## src/rtl/vga_timing_ctrl.sv

```systemverilog
// VGA raster sequencer: pixel-rate divider, horizontal/vertical position counters
// and registered sync/blanking decode with frame-aligned start and stop.
module vga_timing_ctrl #(
   parameter int unsigned CLK_DIV  = 4,
   parameter int unsigned H_ACTIVE = 640,
   parameter int unsigned H_FP     = 16,
   parameter int unsigned H_SYNC   = 96,
   parameter int unsigned H_BP     = 48,
   parameter int unsigned V_ACTIVE = 480,
   parameter int unsigned V_FP     = 10,
   parameter int unsigned V_SYNC   = 2,
   parameter int unsigned V_BP     = 33,
   parameter bit          SYNC_POL = 1'b0
) (
   input  logic       clk_i,
   input  logic       rst_i,
   input  logic       en_i,
   output logic       hsync_o,
   output logic       vsync_o,
   output logic       disp_active_o,
   output logic [9:0] xcol_o,
   output logic [9:0] yrow_o,
   output logic       pix_tick_o,
   output logic       frame_start_o,
   output logic       busy_o
);

   localparam int unsigned H_TOT = H_ACTIVE + H_FP + H_SYNC + H_BP;
   localparam int unsigned V_TOT = V_ACTIVE + V_FP + V_SYNC + V_BP;
   localparam int unsigned DIV_W = (CLK_DIV > 1) ? $clog2(CLK_DIV) : 1;

   localparam logic [DIV_W-1:0] DIV_LAST = DIV_W'(CLK_DIV - 1);
   localparam logic [9:0]       H_LAST   = 10'(H_TOT - 1);
   localparam logic [9:0]       V_LAST   = 10'(V_TOT - 1);
   localparam logic [9:0]       H_VIS    = 10'(H_ACTIVE);
   localparam logic [9:0]       V_VIS    = 10'(V_ACTIVE);
   localparam logic [9:0]       HS_FIRST = 10'(H_ACTIVE + H_FP);
   localparam logic [9:0]       HS_LAST  = 10'(H_ACTIVE + H_FP + H_SYNC - 1);
   localparam logic [9:0]       VS_FIRST = 10'(V_ACTIVE + V_FP);
   localparam logic [9:0]       VS_LAST  = 10'(V_ACTIVE + V_FP + V_SYNC - 1);

   generate
      if (H_TOT > 1024 || V_TOT > 1024) begin : g_tot_check
         $error("vga_timing_ctrl: H_TOT and V_TOT must not exceed 1024");
      end
      if (CLK_DIV == 0) begin : g_div_check
         $error("vga_timing_ctrl: CLK_DIV must be at least 1");
      end
   endgenerate

   typedef enum logic [1:0] {
      S_IDLE  = 2'd0,
      S_RUN   = 2'd1,
      S_DRAIN = 2'd2
   } state_t;

   state_t           state_q;
   state_t           state_d;
   logic [DIV_W-1:0] div_cnt;
   logic [DIV_W-1:0] div_d;
   logic [9:0]       x_q;
   logic [9:0]       x_d;
   logic [9:0]       y_q;
   logic [9:0]       y_d;
   logic             adv;
   logic             x_wrap;
   logic             frame_end;
   logic             running_d;
   logic             hsync_d;
   logic             vsync_d;
   logic             disp_d;
   logic             tick_d;
   logic             fstart_d;

   // The divider wrap is the only event that moves the raster position.
   assign adv       = (state_q != S_IDLE) && (div_cnt == DIV_LAST);
   assign x_wrap    = adv && (x_q == H_LAST);
   assign frame_end = x_wrap && (y_q == V_LAST);

   always_ff @(posedge clk_i or posedge rst_i) begin
      if (rst_i) begin
         state_q <= S_IDLE;
      end else begin
         state_q <= state_d;
      end
   end

   always_comb begin
      state_d = state_q;
      case (state_q)
         S_IDLE:  if (en_i) state_d = S_RUN;
         S_RUN:   if (!en_i) state_d = S_DRAIN;
         S_DRAIN: begin
            if (en_i) begin
               state_d = S_RUN;
            end else if (frame_end) begin
               state_d = S_IDLE;
            end
         end
         default: state_d = S_IDLE;
      endcase
   end

   // Counters restart from zero when leaving IDLE and are parked at zero in IDLE.
   always_comb begin
      div_d = '0;
      x_d   = '0;
      y_d   = '0;
      if (state_q != S_IDLE && state_d != S_IDLE) begin
         div_d = adv ? '0 : div_cnt + 1'b1;
         x_d   = x_q;
         y_d   = y_q;
         if (adv) begin
            x_d = x_wrap ? 10'd0 : x_q + 10'd1;
            if (x_wrap) begin
               y_d = (y_q == V_LAST) ? 10'd0 : y_q + 10'd1;
            end
         end
      end
   end

   // Decoding from next-state values keeps every registered output aligned
   // with the position it describes.
   assign running_d = (state_d != S_IDLE);

   always_comb begin
      hsync_d  = ~SYNC_POL;
      vsync_d  = ~SYNC_POL;
      disp_d   = 1'b0;
      tick_d   = 1'b0;
      fstart_d = 1'b0;
      if (running_d) begin
         if (x_d >= HS_FIRST && x_d <= HS_LAST) hsync_d = SYNC_POL;
         if (y_d >= VS_FIRST && y_d <= VS_LAST) vsync_d = SYNC_POL;
         disp_d   = (x_d < H_VIS) && (y_d < V_VIS);
         tick_d   = (div_d == '0);
         fstart_d = tick_d && (x_d == 10'd0) && (y_d == 10'd0);
      end
   end

   always_ff @(posedge clk_i or posedge rst_i) begin
      if (rst_i) begin
         div_cnt       <= '0;
         x_q           <= '0;
         y_q           <= '0;
         hsync_o       <= ~SYNC_POL;
         vsync_o       <= ~SYNC_POL;
         disp_active_o <= 1'b0;
         pix_tick_o    <= 1'b0;
         frame_start_o <= 1'b0;
         busy_o        <= 1'b0;
      end else begin
         div_cnt       <= div_d;
         x_q           <= x_d;
         y_q           <= y_d;
         hsync_o       <= hsync_d;
         vsync_o       <= vsync_d;
         disp_active_o <= disp_d;
         pix_tick_o    <= tick_d;
         frame_start_o <= fstart_d;
         busy_o        <= running_d;
      end
   end

   assign xcol_o = x_q;
   assign yrow_o = y_q;

endmodule

```

## config.mk

```make
export PLATFORM = sky130hd
export DESIGN_NAME = vga_timing_ctrl
export DESIGN_NICKNAME = d
export VERILOG_FILES = /design/src/rtl/vga_timing_ctrl.sv
export SDC_FILE = /design/constraint.sdc
export NUM_CORES = 1
export LEC_CHECK = 0
export CAP_MARGIN = 20
export CORE_ASPECT_RATIO = 1.1
export CORE_UTILIZATION = 50
export CTS_CLUSTER_DIAMETER = 50
export DETAILED_ROUTE_END_ITERATION = 16
export PLACE_DENSITY = 0.86
export RECOVER_POWER = 100
export REMOVE_ABC_BUFFERS = 1
export SLEW_MARGIN = 15
export SYNTH_ARGS = -nofsm -noshare
export SYNTH_HDL_FRONTEND = slang
export SYNTH_SLANG_ARGS = --single-unit
```

## constraint.sdc

```tcl
create_clock -name clk_i -period 4.8 [get_ports clk_i]
set_input_delay 0.96 -clock clk_i [delete_from_list [all_inputs] [get_ports clk_i]]
set_output_delay 0.96 -clock clk_i [all_outputs]
set_load 0.005 [all_outputs]
```

==> results of run 1 <==
-- worst min-delay path by stage --
| stage | to |
|---|---|
| floorplan | div_cnt[0] |
| global placement | div_cnt[0] |
| detailed placement | div_cnt[0] |
| CTS | div_cnt[0] |
| global route | div_cnt[0] |
| finish | div_cnt[0] |
-- cells in the mapped netlist (3+ instances only) --
master    instances  share of area
clkbuf_1          8          0.015
nand4_1           5          0.016
a21oi_1          15          0.038
nor2_1           19          0.036
inv_1            14          0.027
nor4_1            6          0.019
and2_1            5          0.016
or4_1             3          0.011
o211ai_1          4          0.015
dfrtp_1          28           0.36
nand2b_1          3         0.0095
ha_1              4          0.025
o21ai_0          11          0.028
nand3_1          10          0.025
o211a_1           3          0.015
o21a_1            4          0.015
nand2_1          17          0.032
nor3_1            9          0.023
xnor2_1           8          0.036
-- state kept, by name (all words and copies together), names as in the netlist --
signal / count
xcol_o: 10
yrow_o: 10
div_cnt: 2
state_q: 2
busy_o: 1
disp_active_o: 1
frame_start_o: 1
hsync_o: 1
pix_tick_o: 1
vsync_o: 1
-- power by group through the flow --
stage	sequential, mW	combinational, mW	clock, mW
2_1_floorplan	0.278	0.0440	0
3_3_place_gp	0.278	0.0704	0
3_5_place_dp	0.279	0.0720	0
4_1_cts	0.274	0.0723	0.268
5_1_grt	0.276	0.0745	0.281
6_report	0.274	0.0649	0.265
-- logic make-up after synthesis --
kind of cell | count (synthesis)
adders and majority gates | 4
AOI/OAI and AO/OA | 55
buffers and inverters | 27
DFF | 30
xor gates and xnor gates | 9
and+or+nand+nor | 97
muxes | 2
-- final cells by class --
cell class / count / area, um2
Clock buffer: 7 / 86.3
Clock inverter: 1 / 30.0
Fill cell: 337 / 1370
Inverter: 15 / 56.3
Multi-Input combinational cell: 167 / 1070
Sequential cell: 30 / 753
Tap cell: 50 / 62.6
Timing Repair Buffer: 29 / 284
-- per-stage QoR --
| stage | setup WS [ns] | std cells | power [mW] | hold slack (ns) |
|---|---|---|---|---|
| after detailed placement | 1.52 | 291 | 0.351 | 0.483 |
| after CTS | 1.50 | 299 | 0.615 | 0.492 |
| after floorplan | 2.17 | 212 | 0.321 | 0.443 |
| final | 1.32 | 299 | 0.604 | 0.492 |
| after global routing | 1.06 | 299 | 0.631 | 0.524 |
| after global placement | 1.76 | 291 | 0.349 | 0.452 |
-- worst reg2reg max path: cells and delay by family (launching register included) --
kind,cells,cell delay (ns)
adder cells (fa/ha/maj),1,0.44
flip-flops,1,0.38
AO/OA/AOI/OAI,4,1.68
AND/OR/NAND/NOR,2,0.84
-- per-layer routing --
metal,up-vias,global-route usage
met3,15,0.0670
met2,72,0.397
met4,0,0.139
met5,-,0
li1,871,-
met1,851,0.393
-- layout by cell type (no fill, tap or decap), types with 2 or more instances in the layout --
| master | count |
|---|---|
| nor4b_1 | 2 |
| nor4_1 | 6 |
| clkbuf_1 | 2 |
| dfrtp_1 | 28 |
| dlygate4sd3_1 | 28 |
| and4_1 | 2 |
| nand2_1 | 17 |
| and2_1 | 4 |
| ha_1 | 4 |
| xnor2_1 | 8 |
| nor2b_1 | 2 |
| inv_1 | 14 |
| a32oi_1 | 2 |
| nor2_1 | 19 |
| o31ai_1 | 2 |
| or4_1 | 4 |
| o21a_1 | 4 |
| or3_1 | 2 |
| a21oi_1 | 15 |
| dfstp_2 | 2 |
| nand2b_1 | 3 |
| nand3_1 | 10 |
| mux2i_1 | 2 |
| o21ai_0 | 12 |
| o211a_1 | 3 |
| nand3b_1 | 2 |
| a2111o_1 | 2 |
| nor3_1 | 9 |
| o211ai_1 | 4 |
| nand4_1 | 5 |
| clkbuf_8 | 6 |
==> key figures, run 1 <==
Status
  – Outcome: finished, violations left
  – Violated checks: max-capacitance violations, max-slew violations

Worst hold path
  – Worst min path class: register to register
  – Hold_sp: div_cnt[0]
  – Hold path cells: 1

Worst setup path
  – CP peak stage delay: 0.86 ns
  – R2R cell count: 7
  – R2R Path Start: div_cnt[0]
  – Crit end category: register
  – Critical Path AT: 3.64 ns
  – Worst setup path endpoint: frame_start_o
  – Data required, critical path: 4.96 ns
  – Worst reg2reg setup slack: 1.32 ns
  – Critical path class: register to register
  – Critical Path Start Type: register
  – Critical Path Fanout Max: 14
  – Critical path buffers and inverters: 0
  – CP startpoint: div_cnt[0]
  – Reg2reg end: frame_start_o
  – Crit-path slowest cell: o21ai_0
  – Worst path cell trace: ha_1 -> o211a_1 -> nand4_1 -> o21ai_0 -> a21oi_1 -> a311o_1 -> nor4b_1
  – Critical path depth: 7
  – Top cell family by delay on the critical path: compound AO/OA/AOI/OAI gates

STA
  – Clock skew: 0.0105 ns
  – Post-layout min period: 3.48 ns
  – # setup viols final: 0
  – Setup_tns: 0 ns
  – Worst slew pin tran: 1.54 ns
  – Worst slew margin: -0.0287
  – Final hold vios: 0
  – RSZ-0062 raised after global routing: no
  – Final Slew Violations: 31
  – Final period util: 0.725
  – Maximum clock rate: 287 MHz

Yosys
  – Synth Area in Compound Gates: 0.201
  – Post-synth EDFFs: 0
  – Ys flop type: dfrtp_1
  – Synthesized area: 1970 um2
  – Async SR Flop Fraction: 1.00
  – Multiplexer share of the synthesized area: 0.0102
  – Gate count of the mapped netlist: 224
  – Main combinational cell family by area after synthesis: simple AND/OR/NAND/NOR gates
  – Post-synthesis xor/xnor area fraction: 0.0401
  – Post-Synth Simple-Gate Area: 0.284
  – Ys Warns: 0
  – Library cells used by synthesis: 56
  – Synth Area per Inst: 8.78 um2
  – Register area share after synthesis: 0.383
  – Synthesized flop and latch total: 30
  – Adder and majority gate portion of the synthesized area: 0.0254

Route
  – DR WL/cell: 16.4 um
  – First-pass DRT Iterations: 4
  – Drt via density: 6.05
  – Initial drt markers: 140
  – Metal-1 WL: 2.23 mm
  – Via count: 1,809
  – Wire length on met2: 2.23 mm
  – Final WL: 4.91 mm
  – Routed Antenna Nets: 0
  – Remaining DRCs: 0
  – Top Layer Used: met4
  – Wire length on met3: 306 um

Power and ir drop
  – Sw frac: 0.234
  – Pint: 462 uW
  – Pwr Density: 257 nW/um2
  – Comb pwr share: 0.108
  – Maximum vdd drop: 0.119 mV
  – Clock group share of total power: 0.439
  – Sequential fraction of design power: 0.454
  – Sw Pwr: 141 uW
  – Leakage: 1.02 nW

Flow run
  – MaxCap Viol Count: 1

Final layout
  – # diodes: 0
  – Ratio of cells with drive above 1 in the final layout: 0.0683
  – NumNets Final: 255
  – Final core occ: 0.632
  – Area added between synthesis and finish: 19.3%
  – Final Cell Area: 2350 um2

Place
  – GP Congestion: 1.04
  – DP Area: 2260 um2
  – Port Buffers: 28
  – DP HPWL: 3.60 mm

CTS
  – PostCTS Resize Cnt: 0
  – H-tree levels: 2
  – Bufs on Longest Clock Path: 2
  – Worst-path clk slew: 0.07 ns
  – Root Buffer: clkbuf_8
  – Post-CTS setup buffer count: 0
  – CTS Buf Count: 5
  – CTS Hold Bufs: 0
  – Clk sink count: 30
  – Worst-Skew Late Latency: 0.29 ns
  – TritonCTS clock tree: yes

GRT
  – Total congestion overflow: 0
  – Antenna violations before repair: 0
  – Overall routing resource usage: 0.280
  – Largest net degree at the start of global routing: 31
  – First-pass GRT wire length: 8.34 mm
  – Vias in the first global route: 1,682

Die
  – Total die area: 4190 um2
  – FP Rows: 23
  – Chip height: 67.8 um
  – Initial Utilization: 0.530
  – Core Footprint: 3710 um2
  – I/O pin total: 29
  – Die Wd: 61.8 um
Power figures use the tool's default switching activity.
==> run 2, diff against run 1 <==
==> constraint.sdc (replaced) <==
create_clock -name clk_i -period 3.4 [get_ports clk_i]
set_input_delay 0.68 -clock clk_i [delete_from_list [all_inputs] [get_ports clk_i]]
set_output_delay 0.68 -clock clk_i [all_outputs]
set_load 0.005 [all_outputs]
==> run 2 against run 1 <==
Against the previous run:
- the flow still finishes with violations (max-capacitance violations, max-slew violations)
- setup slack got worse by 0.92 ns
- cell count rose by 1.3%
- sequential share of layout area fell by 0.49 points
- register-to-register slack got worse by 0.92 ns
- power rose by 39%
- largest power group unchanged
==> key figures, run 2 (synthesis gave the netlist of run 1 again) <==
Status
  – Outcome: finished, violations left (unchanged)
  – Violated checks: max-capacitance violations, max-slew violations (unchanged)

CTS
  – CTS Hold Bufs: 0 (unchanged)
  – PostCTS Resize Cnt: 0 (unchanged)
  – CTS Buf Count: 5 (unchanged)
  – Root Buffer: clkbuf_8 (unchanged)
  – Post-CTS setup buffer count: 0 (unchanged)
  – Worst-Skew Late Latency: 0.29 ns (about the same)
  – Bufs on Longest Clock Path: 2 (unchanged)
  – Worst-path clk slew: 0.07 ns (about the same)
  – Clk sink count: 30 (unchanged)
  – H-tree levels: 2 (unchanged)
  – TritonCTS clock tree: yes (unchanged)

Route
  – Remaining DRCs: 0 (unchanged)
  – Routed Antenna Nets: 0 (unchanged)
  – Drt via density: 6.35 (was 6.05)
  – Via count: 1,925 (was 1,809)
  – Initial drt markers: 174 (was 140)
  – Final WL: 5.01 mm (was 4.91 mm)
  – First-pass DRT Iterations: 5 (was 4)
  – DR WL/cell: 16.5 um (was 16.4 um)

STA
  – Post-layout min period: 3.00 ns (was 3.48 ns)
  – RSZ-0062 raised after global routing: no (unchanged)
  – Final period util: 0.883 (was 0.725)
  – Clock skew: 0.00630 ns (was 0.0105 ns)
  – Worst slew pin tran: 1.55 ns (was 1.54 ns)
  – # setup viols final: 0 (unchanged)
  – Worst slew margin: -0.0305 (was -0.0287)
  – Maximum clock rate: 333 MHz (was 287 MHz)
  – Final Slew Violations: 31 (unchanged)
  – Final hold vios: 0 (unchanged)
  – Setup_tns: 0 ns (unchanged)

Die
  – Total die area: 4190 um2 (unchanged)
  – Initial Utilization: 0.530 (unchanged)
  – FP Rows: 23 (unchanged)
  – I/O pin total: 29 (unchanged)
  – Die Wd: 61.8 um (unchanged)
  – Chip height: 67.8 um (unchanged)
  – Core Footprint: 3710 um2 (unchanged)

GRT
  – Antenna violations before repair: 0 (unchanged)
  – Vias in the first global route: 1,697 (was 1,682)
  – Largest net degree at the start of global routing: 31 (unchanged)
  – Total congestion overflow: 0 (unchanged)
  – Overall routing resource usage: 0.280 (about the same)
  – First-pass GRT wire length: 8.43 mm (was 8.34 mm)

Place
  – GP Congestion: 0.928 (was 1.04)
  – Port Buffers: 28 (unchanged)
  – Placed Cells: 295 (was 291)
  – DP HPWL: 3.57 mm (was 3.60 mm)

Final layout
  – NumNets Final: 259 (was 255)
  – # diodes: 0 (unchanged)
  – Final Non-Filler Cells: 303 (was 299)
  – Commonest non-fill, non-tap cells in the layout: dfrtp_1 (28), dlygate4sd3_1 (28), nor2_1 (19) (unchanged)
  – Area added between synthesis and finish: 21.1% (was 19.3%)
  – Ratio of cells with drive above 1 in the final layout: 0.0870 (was 0.0683)

Flow run
  – MaxCap Viol Count: 1 (unchanged)

Power and ir drop
  – Leakage: 1.04 nW (was 1.02 nW)
  – Maximum vdd drop: 0.224 mV (was 0.119 mV)
  – Pwr Density: 352 nW/um2 (was 257 nW/um2)

Worst setup path
  – Critical Path Fanout Max: 13 (was 14)
  – Worst reg2reg setup slack: 0.40 ns (was 1.32 ns)
  – Crit end category: register (unchanged)
  – Critical path class: register to register (unchanged)
  – Data required, critical path: 3.59 ns (was 4.96 ns)
  – Critical Path AT: 3.19 ns (was 3.64 ns)
  – Critical Path Start Type: register (unchanged)

Worst hold path
  – Worst min path class: register to register (unchanged)
[run 2: cell count changes in the layout (fill, tap and decap cells not counted), sizes merged]
| cell | before | now |
|---|---|---|
| clkinv | 0 | 2 |
| buf | 0 | 1 |
| clkbuf | 8 | 9 |
[run 2: final timing paths]
| kind | start | to | cells past startpoint |
|---|---|---|---|
| worst max register to register | div_cnt[0] | disp_active_o | 7 |
| worst min-delay path | div_cnt[0] | div_cnt[0] | 1 |
| worst max-delay path | div_cnt[0] | disp_active_o | 7 |
| min in group asynchronous | rst_i | pix_tick_o | 3 |
| worst min register to register | div_cnt[0] | div_cnt[0] | 1 |
| max in group asynchronous | rst_i | xcol_o[3] | 3 |
[run 2: metrics by stage]
| stage | utilization | setup slack, ns | cell area (um2) | power [mW] | hold WS [ns] |
|---|---|---|---|---|---|
| floorplan | - | 0.770 | 1910 | 0.454 | 0.443 |
| global placement | 0.617 | 0.622 | 2290 | 0.495 | 0.451 |
| detailed placement | 0.617 | 0.527 | 2290 | 0.498 | 0.472 |
| CTS | 0.647 | 0.503 | 2400 | 0.849 | 0.481 |
| global route | 0.642 | 0.143 | 2380 | 0.879 | 0.518 |
| finish | 0.642 | 0.397 | 2380 | 0.839 | 0.477 |
[run 2: metal layers]
layer	wire [um]	up-vias	track usage
met5	0	-	0
met1	2080	919	0.373
met3	438	19	0.0843
met4	148	0	0.128
li1	-	873	-
met2	2350	114	0.414
[run 2: cell type report]
type / instances / area (um2)
clock buffers: 5 / 68.8
clock inverters: 3 / 40.0
fillers: 311 / 1330
inverters: 15 / 56.3
multi-input cells: 167 / 1100
flip-flops and latches: 30 / 753
well taps: 50 / 62.6
repair buffers: 33 / 303
[run 2: worst max-delay path: stages, from the launching register on]
cell	delay, ns
dfrtp_1	0.37
ha_1	0.43
o211ai_1	0.34
or4_1	0.73
o21a_1	0.23
o21ai_0	0.33
nor4_1	0.14
a2111oi_2	0.33
[run 2: power by group]
group | total, mW | internal, mW | switching (mW)
Clock | 0.352 | 0.215 | 0.137
Combinational | 0.100 | 0.0468 | 0.0534
Sequential | 0.387 | 0.373 | 0.0131
